**config.mk**
```make
export PLATFORM = sky130hd
export DESIGN_NAME = vector_mac_serial
export DESIGN_NICKNAME = d
export VERILOG_FILES = /design/src/rtl/vector_mac_serial.sv
export SDC_FILE = /design/constraint.sdc
export NUM_CORES = 1
export LEC_CHECK = 0
export CAP_MARGIN = 20
export CORE_ASPECT_RATIO = 0.7
export CORE_MARGIN = 2
export CORE_UTILIZATION = 59
export CTS_BUF_LIST = sky130_fd_sc_hd__clkbuf_4
export CTS_CLUSTER_DIAMETER = 60
export DETAILED_ROUTE_END_ITERATION = 16
export PLACE_DENSITY = 0.8
export SLEW_MARGIN = 20
export SYNTH_ARGS = -nofsm -noshare
export SYNTH_HDL_FRONTEND = slang
export SYNTH_SLANG_ARGS = --single-unit
```
**constraint.sdc**
```tcl
create_clock -name clk -period 8.1 [get_ports clk]
set_clock_uncertainty 0.1 [all_clocks]
set_input_delay 1.62 -clock clk [delete_from_list [all_inputs] [get_ports clk]]
set_output_delay 1.62 -clock clk [all_outputs]
set_load 0.005 [all_outputs]
```
**src/rtl/vector_mac_serial.sv**
```systemverilog
// rtl/vector_mac_serial.sv - serial signed dot product, one MAC per clock, valid/ready in and out
module vector_mac_serial #(
  parameter  int WIDTH  = 8,
  parameter  int LENGTH = 4,
  localparam int OUTW   = 2*WIDTH + $clog2(LENGTH)
) (
  input  logic             clk,
  input  logic             rst,
  input  logic [WIDTH-1:0] a [LENGTH],
  input  logic [WIDTH-1:0] w [LENGTH],
  input  logic             in_valid,
  output logic             in_ready,
  output logic [OUTW-1:0]  sum,
  output logic             out_valid,
  input  logic             out_ready
);

  localparam int IDXW = (LENGTH > 1) ? $clog2(LENGTH) : 1;
  localparam logic [IDXW-1:0] LAST_IDX = IDXW'(LENGTH - 1);

  typedef enum logic [1:0] {IDLE, ACC, DONE} state_t;

  state_t                 state_q, state_d;
  logic [IDXW-1:0]        idx_q, idx_d;
  logic signed [OUTW-1:0] acc_q, acc_d;
  logic signed [OUTW-1:0] sum_q, sum_d;
  logic [WIDTH-1:0]       a_q [LENGTH];
  logic [WIDTH-1:0]       a_d [LENGTH];
  logic [WIDTH-1:0]       w_q [LENGTH];
  logic [WIDTH-1:0]       w_d [LENGTH];

  logic signed [WIDTH-1:0]   a_cur, w_cur;
  logic signed [2*WIDTH-1:0] prod;
  logic signed [OUTW-1:0]    acc_next;

  // Size casts of signed operands sign-extend, giving a full-precision product.
  assign a_cur    = a_q[idx_q];
  assign w_cur    = w_q[idx_q];
  assign prod     = (2*WIDTH)'(a_cur) * (2*WIDTH)'(w_cur);
  assign acc_next = acc_q + OUTW'(prod);

  always_comb begin
    state_d = state_q;
    idx_d   = idx_q;
    acc_d   = acc_q;
    sum_d   = sum_q;
    a_d     = a_q;
    w_d     = w_q;
    case (state_q)
      IDLE: begin
        if (in_valid) begin
          a_d     = a;
          w_d     = w;
          idx_d   = '0;
          acc_d   = '0;
          state_d = ACC;
        end
      end
      ACC: begin
        acc_d = acc_next;
        if (idx_q == LAST_IDX) begin
          sum_d   = acc_next;
          state_d = DONE;
        end else begin
          idx_d = idx_q + IDXW'(1);
        end
      end
      DONE: begin
        if (out_ready) state_d = IDLE;
      end
      default: state_d = IDLE;
    endcase
  end

  always_ff @(posedge clk or posedge rst) begin
    if (rst) begin
      state_q <= IDLE;
      idx_q   <= '0;
      acc_q   <= '0;
      sum_q   <= '0;
      for (int i = 0; i < LENGTH; i++) begin
        a_q[i] <= '0;
        w_q[i] <= '0;
      end
    end else begin
      state_q <= state_d;
      idx_q   <= idx_d;
      acc_q   <= acc_d;
      sum_q   <= sum_d;
      a_q     <= a_d;
      w_q     <= w_d;
    end
  end

  assign in_ready  = (state_q == IDLE);
  assign out_valid = (state_q == DONE);
  assign sum       = sum_q;

endmodule

```
Word level (Yosys, flattened, before mapping)
Cells that the tools add are included.

Flip-flop bits (word level): 104.

Reductions and logical operators: 7. Equality and inequality tests: 7. Multiplexer cells: 15. $add $sub $neg: 2. Bitwise logic cells: 1. Multiply operators: 1. Order comparisons: 1.

Operators by type and width (number): $pmux 18 s2 (1); $bmux 8 s2 (2); $mux 8 (4); $add 18x16->18 (1); $mux 18 (1); $mul 8x8->16 (1); $mux 2 (5); $ne 2x2->1 const B (3); $pmux 2 s3 (1); $reduce_and 2->1 (3); $reduce_and 3->1 (2); $eq 2x2->1 const B (2); $pmux 2 s2 (1); $ge 3x3->1 const B (1); $not 2->3 (1); $add 2x1->2 const B (1); $eq 2x1->1 const B (1); $logic_not 2->1 (1); $ne 2x1->1 const B (1); $reduce_bool 2->1 (1).

Logic depth before layout (Yosys ltp)
Depth in word-level cells: 7. Depth in mapped cells: 21. Mapped depth without buffers: 19.

Worst setup path before layout
No wires, ideal clock.

Path kind: register to register. Start: reg idx_q[0]. End: reg acc_q[11]. Stages on the path, launching flop included: 19. Library setup time: 0.122 ns. Arrival time: 5.629 ns. Slack: 2.249 ns. Cells stage by stage: dfrtp_1 > buf_2 > buf_4 > mux4_2 > and2_1 > fa_1 > inv_1 > fa_1 > inv_1 > fa_1 > fa_1 > fa_1 > ha_1 > a21o_1 > a31oi_2 > a21oi_1 > o21a_1 > or3_1 > a32o_1.

Word-level cells in the longest chain between the ends: 7. Elaborated cells on any way between the ends: 10. Those cells by class: 1 x add/sub; 1 x mul; 7 x mux; 1 x bitwise.

RTL lines: start, declared (RTL line 24) `logic [IDXW-1:0] idx_q, idx_d;`; start signal, assigned (RTL line 87) `idx_q <= idx_d;`; $not 2->3 (not written as such) * (RTL line 37, 38); $bmux 8 s2, on equally long branches (RTL line 37, 38); $mux 8, on equally long branches (2 in series) (RTL line 37, 38); $mul 8x8->16 * (RTL line 39) `assign prod = (2*WIDTH)'(a_cur) * (2*WIDTH)'(w_cur);`; $add 18x16->18 * (RTL line 40) `assign acc_next = acc_q + OUTW'(prod);`; $pmux 18 s2 * (RTL line 49) `case (state_q)`; end signal, assigned (RTL line 79) `acc_q <= '0;`; end signal, assigned (RTL line 88) `acc_q <= acc_d;`; end, declared (RTL line 25) `logic signed [OUTW-1:0] acc_q, acc_d;`.

Mark *: on every way between the ends. The rest lies on a longest branch, timed or not. The select of a mux whose other input is x is not followed. A chain may end at the register's enable or synchronous reset.

Worst setup path after layout
Start: reg idx_q[1]. End: reg acc_q[11].

The elaborated chain is that of the path after synthesis.

==> flow_metrics.tcl <==
set metrics [dict create \
    status "finished, final reports clean" \
    diodes 0 \
    num_vias 5026 \
    rsz0062_at_grt "false" \
    die_w_um 140 \
    synth_compound_gate_area_share 0.0597 \
    syn_area_mm2 0.00761 \
    min-delay-path-class "flip-flop to flip-flop" \
    fillers 906 \
    cts_resized 0 \
    r2r_slack_ns 1.45 \
    cts_tree "yes" \
    synth.most_common_cell "inv_1" \
    drt_wl_total_um 15900 \
    muxShareOfSynthArea 0.149 \
    dp_hpwl_um 12600 \
    synth_xor_area_frac 0.0184 \
    max_freq_ghz 0.150 \
    grt_pass1_wl_um 27800 \
    clock_latency_ns 0.48 \
    grt_max_degree 67 \
    htree_levels 3 \
    reg2reg_depth 16 \
    synth.yosys.seq_area_share 0.342 \
    drive_above_1_share 0.151 \
    dr.pass1.iters 4 \
    hold_viol_final 0 \
    synthAdderAreaFrac 0.281 \
    rows 34 \
    syn_inst 658 \
    syn_area_per_cell_um2 11.6 \
    ys.flop_type "dfrtp_1" \
    reg2reg_from "idx_q[1]" \
    cp-end-kind "flip-flop" \
    worstPathRequired_ns 8.39 \
    postCtsSetupBuffers 0 \
    arrival_ns 6.94 \
    post-route-period-util 0.821 \
    yosysUniqueCellTypes 44 \
    synth_enable_flop_cells 0 \
    async_flop_share 1.00 \
    yosysTopAreaCell "dfrtp_1" \
    clk_path_buf_depth 2 \
    nets 932 \
    viasPerCell 5.54 \
    synthTopCellsByCount "111 x inv_1, 104 x dfrtp_1, 80 x fa_1" \
    worst-setup-path-type "flip-flop to flip-flop" \
    io_buffers 87 \
    report.final.setup_viol 0 \
    synth_top_area_frac 0.342 \
    relSlewSlack 0.391 \
    hold_buffers 0 \
    postRouteAntennaNets 0 \
    antenna_found_initial 0 \
    syn_nets 849 \
    cts_root_buffer "clkbuf_4" \
    die_h_um 99.0 \
    grt_usage 0.254 \
    wl_per_cell_um 17.5 \
    maxCapViolCount 0 \
    dpl-instance-area_mm2 0.00863 \
    clock_sinks 104 \
    place_congestion 0.908 \
    yosys_warnings 0 \
    drc_errors 0 \
    crit_path_max_fanout 19 \
    io_pins 88 \
    die_area_mm2 0.0138 \
    syn2layout_area_growth_pct 15.4 \
    timing.rr.end "acc_q[11]" \
    fin_crit_ns 6.65 \
    numCtsBuffers 9 \
    ys_seq_elements 104 \
    tns_ns 0 \
    worst_pin_slew_ns 0.912 \
    first_iter_violations 312 \
    synth_area_leaders "dfrtp_1 34%, fa_1 21%, mux2_2 10%" \
    overflow 0 \
    crit_path_start "idx_q[1]" \
    finalMaxSlewViolations 0 \
    synth_top_family_by_area "adder cells" \
    start_util 0.609 \
    start_kind "flip-flop" \
    critPathCapture "acc_q[11]" \
    synth_simple_gate_area_frac 0.0842 \
    coreArea_mm2 0.0125 \
    design_area_mm2 0.00879 \
    grt_pass1_vias 5787 \
    clkTransAtPathRegs_ns 0.18 \
]
sequential cells by signal, indices dropped and copies added, names as in the netlist:
register	count
a_q	32
acc_q	18
idx_q	2
state_q	2
sum	18
w_q	32
routing by layer:
layer / vias to the layer above / share of wire / routed length, um / GRT usage
li1: 2303 / - / - / -
met1: 2580 / 0.44 / 7050 / 0.348
met2: 127 / 0.49 / 7860 / 0.432
met3: 16 / 0.050 / 796 / 0.0432
met4: 0 / 0.011 / 174 / 0.0562
met5: - / 0 / 0 / 0
area by class of cell:
| cell class | instances | area, um^2 | share of cell area |
|---|---|---|---|
| multi-input cells | 424 | 4510 | 0.513 |
| flip-flops and latches | 104 | 2600 | 0.296 |
| repair buffers | 91 | 901 | 0.103 |
| inverters | 111 | 419 | 0.0477 |
| well taps | 162 | 203 | 0.0231 |
| clock inverters | 7 | 83.8 | 0.00954 |
| clock buffers | 9 | 67.6 | 0.00769 |
critical path, cell delays in order, from the launching register on:
cell and delay, ns:
dfrtp_1 0.93, mux4_2 0.47, and2_1 0.60, inv_1 0.13
fa_1 0.51, inv_1 0.05, fa_1 0.49, fa_1 0.58
fa_1 0.45, fa_1 0.41, ha_1 0.39, a21o_1 0.22
a31oi_2 0.27, a21oi_1 0.15, o21a_1 0.20, or3_1 0.34
a32o_1 0.27
worst min path at each step:
stage,to,depth (start not counted),from
after floorplan,acc_q[5],2,acc_q[5]
after global placement,sum[0],2,sum[0]
after detailed placement,sum[2],2,sum[2]
after CTS,acc_q[6],2,acc_q[6]
after global routing,acc_q[6],2,acc_q[6]
final,sum[2],2,sum[2]
cells in the final DEF (no fill, tap or decap), types with 2 or more instances in the layout:
cell type,n
inv_8,2
a31oi_1,2
fa_1,80
o211ai_1,2
ha_1,43
inv_1,110
or3_1,2
mux4_2,15
clkdlybuf4s50_1,87
nor2_1,16
nand2b_1,4
buf_4,4
mux2_2,68
xor2_1,6
a22o_1,8
nor2b_1,6
o21ai_0,19
nand2_1,63
mux2i_1,3
o21bai_1,2
a31oi_2,2
or2_2,2
clkbuf_4,9
o31ai_1,3
a21o_1,3
nand4_1,2
xnor2_1,10
a21oi_1,8
a211oi_1,5
o21ai_2,2
inv_6,2
dfrtp_1,104
and2_1,34
o21a_1,2
cells by family after synthesis:
group | after synthesis
xor+xnor | 16
mux | 86
fa+ha+maj | 123
compound gates | 65
simple gates | 134
buf+inv | 130
flops | 104
per-stage QoR:
step           worst slack (ns)  instances  utilization  hold slack (ns)
3_5_place_dp               1.50        892        0.690            0.369
4_1_cts                    1.44        908        0.702            0.410
6_report                   1.45        908        0.702            0.408
3_3_place_gp               1.75        892        0.690            0.367
2_1_floorplan              2.25        658            -            0.350
5_1_grt                    1.14        908        0.702            0.440
Power is not shown: default switching activity piles up to over one toggle a cycle in this logic, so the estimate is an artifact.
